File: config.mk
export PLATFORM = sky130hd
export DESIGN_NAME = mem_lsu
export DESIGN_NICKNAME = d
export VERILOG_FILES = /design/src/rtl/mem_lsu.sv
export SDC_FILE = /design/constraint.sdc
export NUM_CORES = 1
export LEC_CHECK = 0
export CAP_MARGIN = 20
export CORE_ASPECT_RATIO = 0.8
export CORE_MARGIN = 5
export CORE_UTILIZATION = 50
export CTS_BUF_LIST = sky130_fd_sc_hd__clkbuf_4
export DETAILED_ROUTE_END_ITERATION = 12
export HOLD_SLACK_MARGIN = 0.03
export PLACE_DENSITY = 0.83
export REMOVE_ABC_BUFFERS = 1
export SETUP_SLACK_MARGIN = 0.02
export SLEW_MARGIN = 20
export SYNTH_ARGS = -nofsm -noshare
export SYNTH_HDL_FRONTEND = slang
export SYNTH_SLANG_ARGS = --single-unit
File: constraint.sdc
create_clock -name clk -period 2.4 [get_ports clk]
set_input_delay 0.36 -clock clk [delete_from_list [all_inputs] [get_ports clk]]
set_output_delay 0.36 -clock clk [all_outputs]
set_load 0.01 [all_outputs]
File: src/rtl/mem_lsu.sv
`default_nettype none
// +--------------------------------------------------------------------------+
// | Module   : mem_lsu                                                       |
// | Purpose  : Load/store adapter between the core data port and a word-only |
// |            bram. Loads become a word read plus lane extract and sign or  |
// |            zero extension. Sub-word stores become read-modify-write      |
// |            because the bram has no byte enables. One transaction at a    |
// |            time.                                                         |
// | Config   : MISALIGN_TRAP_EN - when defined, misaligned half/word         |
// |            requests complete at once with rsp_err=1 and no memory        |
// |            access. When undefined, they are aligned down and proceed.    |
// | Ports    : clk, rst_n (async, active low)                                |
// |            req_valid/req_ready handshake; req_we, req_size,              |
// |            req_unsigned, req_addr, req_wdata request fields              |
// |            rsp_valid (1-cycle pulse), rsp_rdata, rsp_err                 |
// |            mem_rd_en, mem_addr, mem_rd_data, mem_rd_valid, mem_wr_en,    |
// |            mem_wr_data towards the bram                                  |
// | Revision : 1.0 - initial release                                         |
// +--------------------------------------------------------------------------+
module mem_lsu #(
    parameter int ADDR_W = 13
) (
    input  logic              clk,
    input  logic              rst_n,
    input  logic              req_valid,
    output logic              req_ready,
    input  logic              req_we,
    input  logic [1:0]        req_size,
    input  logic              req_unsigned,
    input  logic [ADDR_W-1:0] req_addr,
    input  logic [31:0]       req_wdata,
    output logic              rsp_valid,
    output logic [31:0]       rsp_rdata,
    output logic              rsp_err,
    output logic              mem_rd_en,
    output logic [ADDR_W-1:0] mem_addr,
    input  logic [31:0]       mem_rd_data,
    input  logic              mem_rd_valid,
    output logic              mem_wr_en,
    output logic [31:0]       mem_wr_data
);

    localparam logic [1:0] SIZE_BYTE = 2'b00;
    localparam logic [1:0] SIZE_HALF = 2'b01;

    typedef enum logic [1:0] {
        ST_IDLE = 2'd0,
        ST_RD   = 2'd1,
        ST_WAIT = 2'd2,
        ST_WR   = 2'd3
    } state_t;

    state_t            state_q,     state_d;
    logic [ADDR_W-1:0] addr_q,      addr_d;
    logic [1:0]        size_q,      size_d;
    logic              we_q,        we_d;
    logic              uns_q,       uns_d;
    logic [31:0]       wdata_q,     wdata_d;
    logic [31:0]       wr_data_q,   wr_data_d;
    logic              rsp_valid_q, rsp_valid_d;
    logic [31:0]       rsp_rdata_q, rsp_rdata_d;

    // ------------------------------------------------------------------
    // Request decode
    // ------------------------------------------------------------------
    logic              req_is_byte;
    logic              req_is_half;
    logic              req_is_word;
    logic [ADDR_W-1:0] req_addr_fixed;
    logic              trap;

    assign req_is_byte = (req_size == SIZE_BYTE);
    assign req_is_half = (req_size == SIZE_HALF);
    assign req_is_word = req_size[1];

    // Offending low bits are dropped so that everything downstream can
    // assume a naturally aligned lane. When trapping is enabled the
    // misaligned requests never leave IDLE, so this is harmless there.
    always_comb begin
        req_addr_fixed = req_addr;
        if (req_is_half) begin
            req_addr_fixed = {req_addr[ADDR_W-1:1], 1'b0};
        end else if (req_is_word) begin
            req_addr_fixed = {req_addr[ADDR_W-1:2], 2'b00};
        end
    end

`ifdef MISALIGN_TRAP_EN
    logic misaligned;
    logic rsp_err_q;

    assign misaligned = (req_is_half && req_addr[0]) ||
                        (req_is_word && (req_addr[1:0] != 2'b00));
    assign trap       = misaligned;

    // Error pulse accompanies the immediate trap response only.
    always_ff @(posedge clk or negedge rst_n) begin
        if (!rst_n) begin
            rsp_err_q <= 1'b0;
        end else begin
            rsp_err_q <= (state_q == ST_IDLE) && req_valid && misaligned;
        end
    end

    assign rsp_err = rsp_err_q;
`else
    assign trap    = 1'b0;
    assign rsp_err = 1'b0;
`endif

    // ------------------------------------------------------------------
    // Lane extract and merge on the word coming back from the bram.
    // Addresses are aligned to their access size by the time they are
    // latched, so a byte-granular shift serves byte, half and word alike.
    // ------------------------------------------------------------------
    logic [4:0]  lane_shift;
    logic [31:0] rd_shifted;
    logic [31:0] load_result;
    logic [31:0] lane_mask;
    logic [31:0] merged;

    assign lane_shift = {addr_q[1:0], 3'b000};
    assign rd_shifted = mem_rd_data >> lane_shift;

    always_comb begin
        load_result = rd_shifted;
        lane_mask   = 32'hFFFF_FFFF;
        if (size_q == SIZE_BYTE) begin
            load_result = uns_q ? {24'h000000, rd_shifted[7:0]}
                                : {{24{rd_shifted[7]}}, rd_shifted[7:0]};
            lane_mask   = 32'h0000_00FF << lane_shift;
        end else if (size_q == SIZE_HALF) begin
            load_result = uns_q ? {16'h0000, rd_shifted[15:0]}
                                : {{16{rd_shifted[15]}}, rd_shifted[15:0]};
            lane_mask   = 32'h0000_FFFF << lane_shift;
        end
    end

    assign merged = (mem_rd_data & ~lane_mask) | ((wdata_q << lane_shift) & lane_mask);

    // ------------------------------------------------------------------
    // FSM state register
    // ------------------------------------------------------------------
    always_ff @(posedge clk or negedge rst_n) begin
        if (!rst_n) begin
            state_q <= ST_IDLE;
        end else begin
            state_q <= state_d;
        end
    end

    // ------------------------------------------------------------------
    // FSM next state and datapath next values
    // ------------------------------------------------------------------
    always_comb begin
        state_d     = state_q;
        addr_d      = addr_q;
        size_d      = size_q;
        we_d        = we_q;
        uns_d       = uns_q;
        wdata_d     = wdata_q;
        wr_data_d   = wr_data_q;
        rsp_valid_d = 1'b0;
        rsp_rdata_d = rsp_rdata_q;

        unique case (state_q)
            ST_IDLE: begin
                if (req_valid) begin
                    addr_d  = req_addr_fixed;
                    size_d  = req_size;
                    we_d    = req_we;
                    uns_d   = req_unsigned;
                    wdata_d = req_wdata;
                    if (trap) begin
                        // Complete on the next edge without touching memory.
                        rsp_valid_d = 1'b1;
                        rsp_rdata_d = 32'h0;
                    end else if (req_we && req_is_word) begin
                        wr_data_d = req_wdata;
                        state_d   = ST_WR;
                    end else begin
                        // Loads and sub-word stores both start with a read.
                        state_d = ST_RD;
                    end
                end
            end

            ST_RD: begin
                state_d = ST_WAIT;
            end

            ST_WAIT: begin
                if (mem_rd_valid) begin
                    if (we_q) begin
                        wr_data_d = merged;
                        state_d   = ST_WR;
                    end else begin
                        rsp_valid_d = 1'b1;
                        rsp_rdata_d = load_result;
                        state_d     = ST_IDLE;
                    end
                end
            end

            ST_WR: begin
                rsp_valid_d = 1'b1;
                rsp_rdata_d = 32'h0;
                state_d     = ST_IDLE;
            end

            default: begin
                state_d = ST_IDLE;
            end
        endcase
    end

    // ------------------------------------------------------------------
    // Datapath registers
    // ------------------------------------------------------------------
    always_ff @(posedge clk or negedge rst_n) begin
        if (!rst_n) begin
            addr_q      <= '0;
            size_q      <= 2'b00;
            we_q        <= 1'b0;
            uns_q       <= 1'b0;
            wdata_q     <= 32'h0;
            wr_data_q   <= 32'h0;
            rsp_valid_q <= 1'b0;
            rsp_rdata_q <= 32'h0;
        end else begin
            addr_q      <= addr_d;
            size_q      <= size_d;
            we_q        <= we_d;
            uns_q       <= uns_d;
            wdata_q     <= wdata_d;
            wr_data_q   <= wr_data_d;
            rsp_valid_q <= rsp_valid_d;
            rsp_rdata_q <= rsp_rdata_d;
        end
    end

    // ------------------------------------------------------------------
    // Outputs
    // ------------------------------------------------------------------
    assign req_ready   = (state_q == ST_IDLE);
    assign mem_rd_en   = (state_q == ST_RD);
    assign mem_wr_en   = (state_q == ST_WR);
    // Latched address only changes in IDLE, so it is stable RD..WR.
    assign mem_addr    = {addr_q[ADDR_W-1:2], 2'b00};
    assign mem_wr_data = wr_data_q;
    assign rsp_valid   = rsp_valid_q;
    assign rsp_rdata   = rsp_rdata_q;

endmodule
`default_nettype wire

==> impl_summary.txt <==
----------------------------------------------------
[Finish]
  Share of the core filled with cells in the final layout ... 67.14%
  Filler Cells Inserted ... 923
  Commonest non-fill, non-tap cell in the layout ... sky130_fd_sc_hd__clkdlybuf4s50_1
  Fraction of layout cells with a size suffix above 1 ... 16.03%
  Final non-filler cell area ... 0.008105 sq mm
  Area growth from synthesis to layout ... 32.39%
  Net total in the final layout ... 837
  Non-Filler Instances ... 914
  Leading cell types in the layout, fill and taps excluded ... sky130_fd_sc_hd__clkdlybuf4s50_1, sky130_fd_sc_hd__dfrtp_1, sky130_fd_sc_hd__o21ai_0

[Synth]
  Average cell area after synthesis ... 10.31 sq um
  Cell variety after synth ... 48
  Gate count of the mapped netlist ... 594
  Total number of yosys warnings ... 0
  Count of state elements after synthesis ... 116
  Commonest register cell after synthesis ... sky130_fd_sc_hd__dfrtp_1
  Number of enable flip-flop cells after synthesis ... 0
  Netlist area before placement ... 0.006122 sq mm
  Asr flop ratio synth ... 100.0%
  Fraction of the yosys area taken by sequential cells ... 47.41%

[STA]
  Slew @ Worst Pin ... 1117 ps
  Final Hold Fails ... 0
  Count of final setup violators ... 0
  F_max ... 444.2 MHz
  Number of slew-limit violations in the final report ... 0
  Setup TNS ... 0 ps
  Setup repair after global routing missed its margin ... false
  Maximum clock skew at final layout ... 15.10 ps
  Final cycle utilization of the critical path ... 93.80%
  Final worst path period need ... 2251 ps
  Max transition margin ... 25.36%

[Detailed routing]
  Count of nets left with antenna violations after detail routing ... 0
  Total vias in the final route ... 5,502
  1st-iter DRT viols ... 548
  WL per Instance ... 21.51 microns
  Number of optimization iterations in the first detailed-route pass ... 7
  Total wirelength of the detailed-routed design ... 19.66 mm
  Total DRC errors in the routed layout ... 0
  Per-cell via count in the routed design ... 6.020

[Clocking]
  Clock sink count ... 116
  Clock buffer depth ... 2
  Insertion delay of the later-clocked pin in the worst-skew pair ... 540 ps
  CTS tree ... done
  CTS Root Buffer Type ... sky130_fd_sc_hd__clkbuf_4
  CTS buffer count ... 17
  Reg clk slew, reported paths ... 110 ps
  CTS H-Tree Depth ... 4
  Number of gates resized after CTS ... 0

[Power]
  Power per cell area ... 1487 mW/mm^2
  Peak supply drop ... 818.9 uV
  Total power of the final layout ... 12.05 mW
  Leakage component of the power ... 3.293 nW

[Die]
  Num ports ... 167
  Placement row count ... 36
  Floorplan core area ... 0.01207 sq mm
  Starting density of the core ... 50.72%
  Overall die area ... 0.01457 sq mm
  Die boundary height ... 109.0 microns
  Horizontal extent of the die ... 133.7 microns

[Critical path]
  Maximum fanout count along the critical path ... 14
  Crit Path Class ... flop to output port
  Critical Path Start Type ... flop
  Data required time of the worst path ... 2040 ps
  Endpoint type of the worst setup path ... output port
  WP data arrival ... 1890 ps

[Placed design]
  Count of input and output buffers ... 163
  Cell count after placement ... 880
  Area post-placement ... 0.007876 sq mm
  Final HPWL DP ... 13.88 mm
  RD Place Congestion ... 0.8988

[Run]
  Max-capacitance violation count ... 0

[Global routing]
  Largest net degree at the start of global routing ... 56
  Overflow left after global routing ... 0
  Number of antenna violations at the first check in global routing ... 1
  Met2 track demand over resource in global routing ... 41.67%
  Met1 Use GR ... 37.73%
  Global Route Usage Sum ... 27.42%
  Highest-utilization routing layer at the global route stage ... met2
  Global-route wire length before repair ... 30.76 mm
  Met3 usage ... 8.118%
  Number of global-route vias before repair ... 5,576

[Run status]
  Status ... complete, no violations

[Worst hold path]
  Path type of the worst min-delay path ... primary input to asynchronous set/reset pin

----------------------------------------------------
-- critical path, stage by stage, from the launching register on --
cell and delay (ps):
sky130_fd_sc_hd__dfrtp_1 640, sky130_fd_sc_hd__and2_1 190, sky130_fd_sc_hd__clkdlybuf4s50_1 530
-- synth_stat cells, types with 9 or more instances --
| cell type | number | area [sq um] |
|---|---|---|
| sky130_fd_sc_hd__a211oi_1 | 9 | 67.56 |
| sky130_fd_sc_hd__a21oi_1 | 32 | 160.2 |
| sky130_fd_sc_hd__a22oi_1 | 24 | 180.2 |
| sky130_fd_sc_hd__a31oi_1 | 15 | 93.84 |
| sky130_fd_sc_hd__buf_2 | 23 | 115.1 |
| sky130_fd_sc_hd__buf_4 | 22 | 165.2 |
| sky130_fd_sc_hd__clkbuf_1 | 11 | 41.29 |
| sky130_fd_sc_hd__dfrtp_1 | 116 | 2903 |
| sky130_fd_sc_hd__inv_1 | 12 | 45.04 |
| sky130_fd_sc_hd__mux2_2 | 46 | 518.0 |
| sky130_fd_sc_hd__mux2i_1 | 41 | 410.4 |
| sky130_fd_sc_hd__nand2_1 | 49 | 183.9 |
| sky130_fd_sc_hd__nand3_1 | 10 | 50.05 |
| sky130_fd_sc_hd__nor2_1 | 34 | 127.6 |
| sky130_fd_sc_hd__o21ai_0 | 57 | 285.3 |
-- logic make-up after synthesis --
| logic type | synth area share, % |
|---|---|
| other | 0.06125 |
| flip-flops | 47.41 |
| AND/OR/NAND/NOR | 9.688 |
| AO/OA/AOI/OAI | 19.27 |
| buffers and inverters | 6.478 |
| adder cells (fa/ha/maj) | 0.8175 |
| multiplexers | 16.27 |
-- sequential cells by signal, indices dropped and copies added (netlist names) --
signal and cells:
addr_q 13, mem_wr_data 32, rsp_rdata 32, rsp_valid 1
size_q 2, state_q 2, uns_q 1, wdata_q 32
we_q 1
-- final timing paths --
kind / from / endpoint / slack [ps] / cells after the start
worst max-delay path: state_q[1] / mem_wr_en / 150 / 2
worst min-delay path: rst_n / wdata_q[5] / 360 / 2
worst max register to register: addr_q[1] / mem_wr_data[8] / 190 / 6
worst min register to register: mem_wr_data[3] / mem_wr_data[3] / 490 / 2
max in group asynchronous: rst_n / rsp_rdata[19] / 1320 / 3
min in group clk: req_addr[1] / addr_q[1] / 420 / 3
-- through the flow --
stage	worst slack, ps	hold WS, ps
floorplan	-1004	64.41
global placement	328.3	389.2
detailed placement	240.8	405.8
CTS	120.0	357.9
global route	43.65	389.3
finish	148.9	361.5
-- power breakdown --
group | switching, mW | leakage (nW) | internal (mW)
logic | 3.78 | 1.74 | 3.33
clock network | 0.713 | 0.135 | 0.471
registers | 0.825 | 1.42 | 2.93
-- metal layers --
metal	share of wire (%)	routed length (microns)
met3	9.8	1924
met4	2.3	455
met2	45	8878
met1	43	8404
met5	0	0
-- final cells by class --
class                   count  area [sq um]  share of cell area, %
multi-input cells         408          2843                  35.07
repair buffers            192          1899                  23.43
clock inverters             8         36.28                 0.4477
diodes                      1         2.502                0.03087
clock buffers              24         180.2                  2.223
inverters                  13         48.80                 0.6020
flip-flops and latches    116          2905                  35.84
well taps                 152         190.2                  2.346
-- what timing repair did --
action	4_1_cts	5_1_grt
buffers inserted	0	0
hold buffers	1	0
endpoints found under the hold margin	41	0
Power figures use the tool's default switching activity.
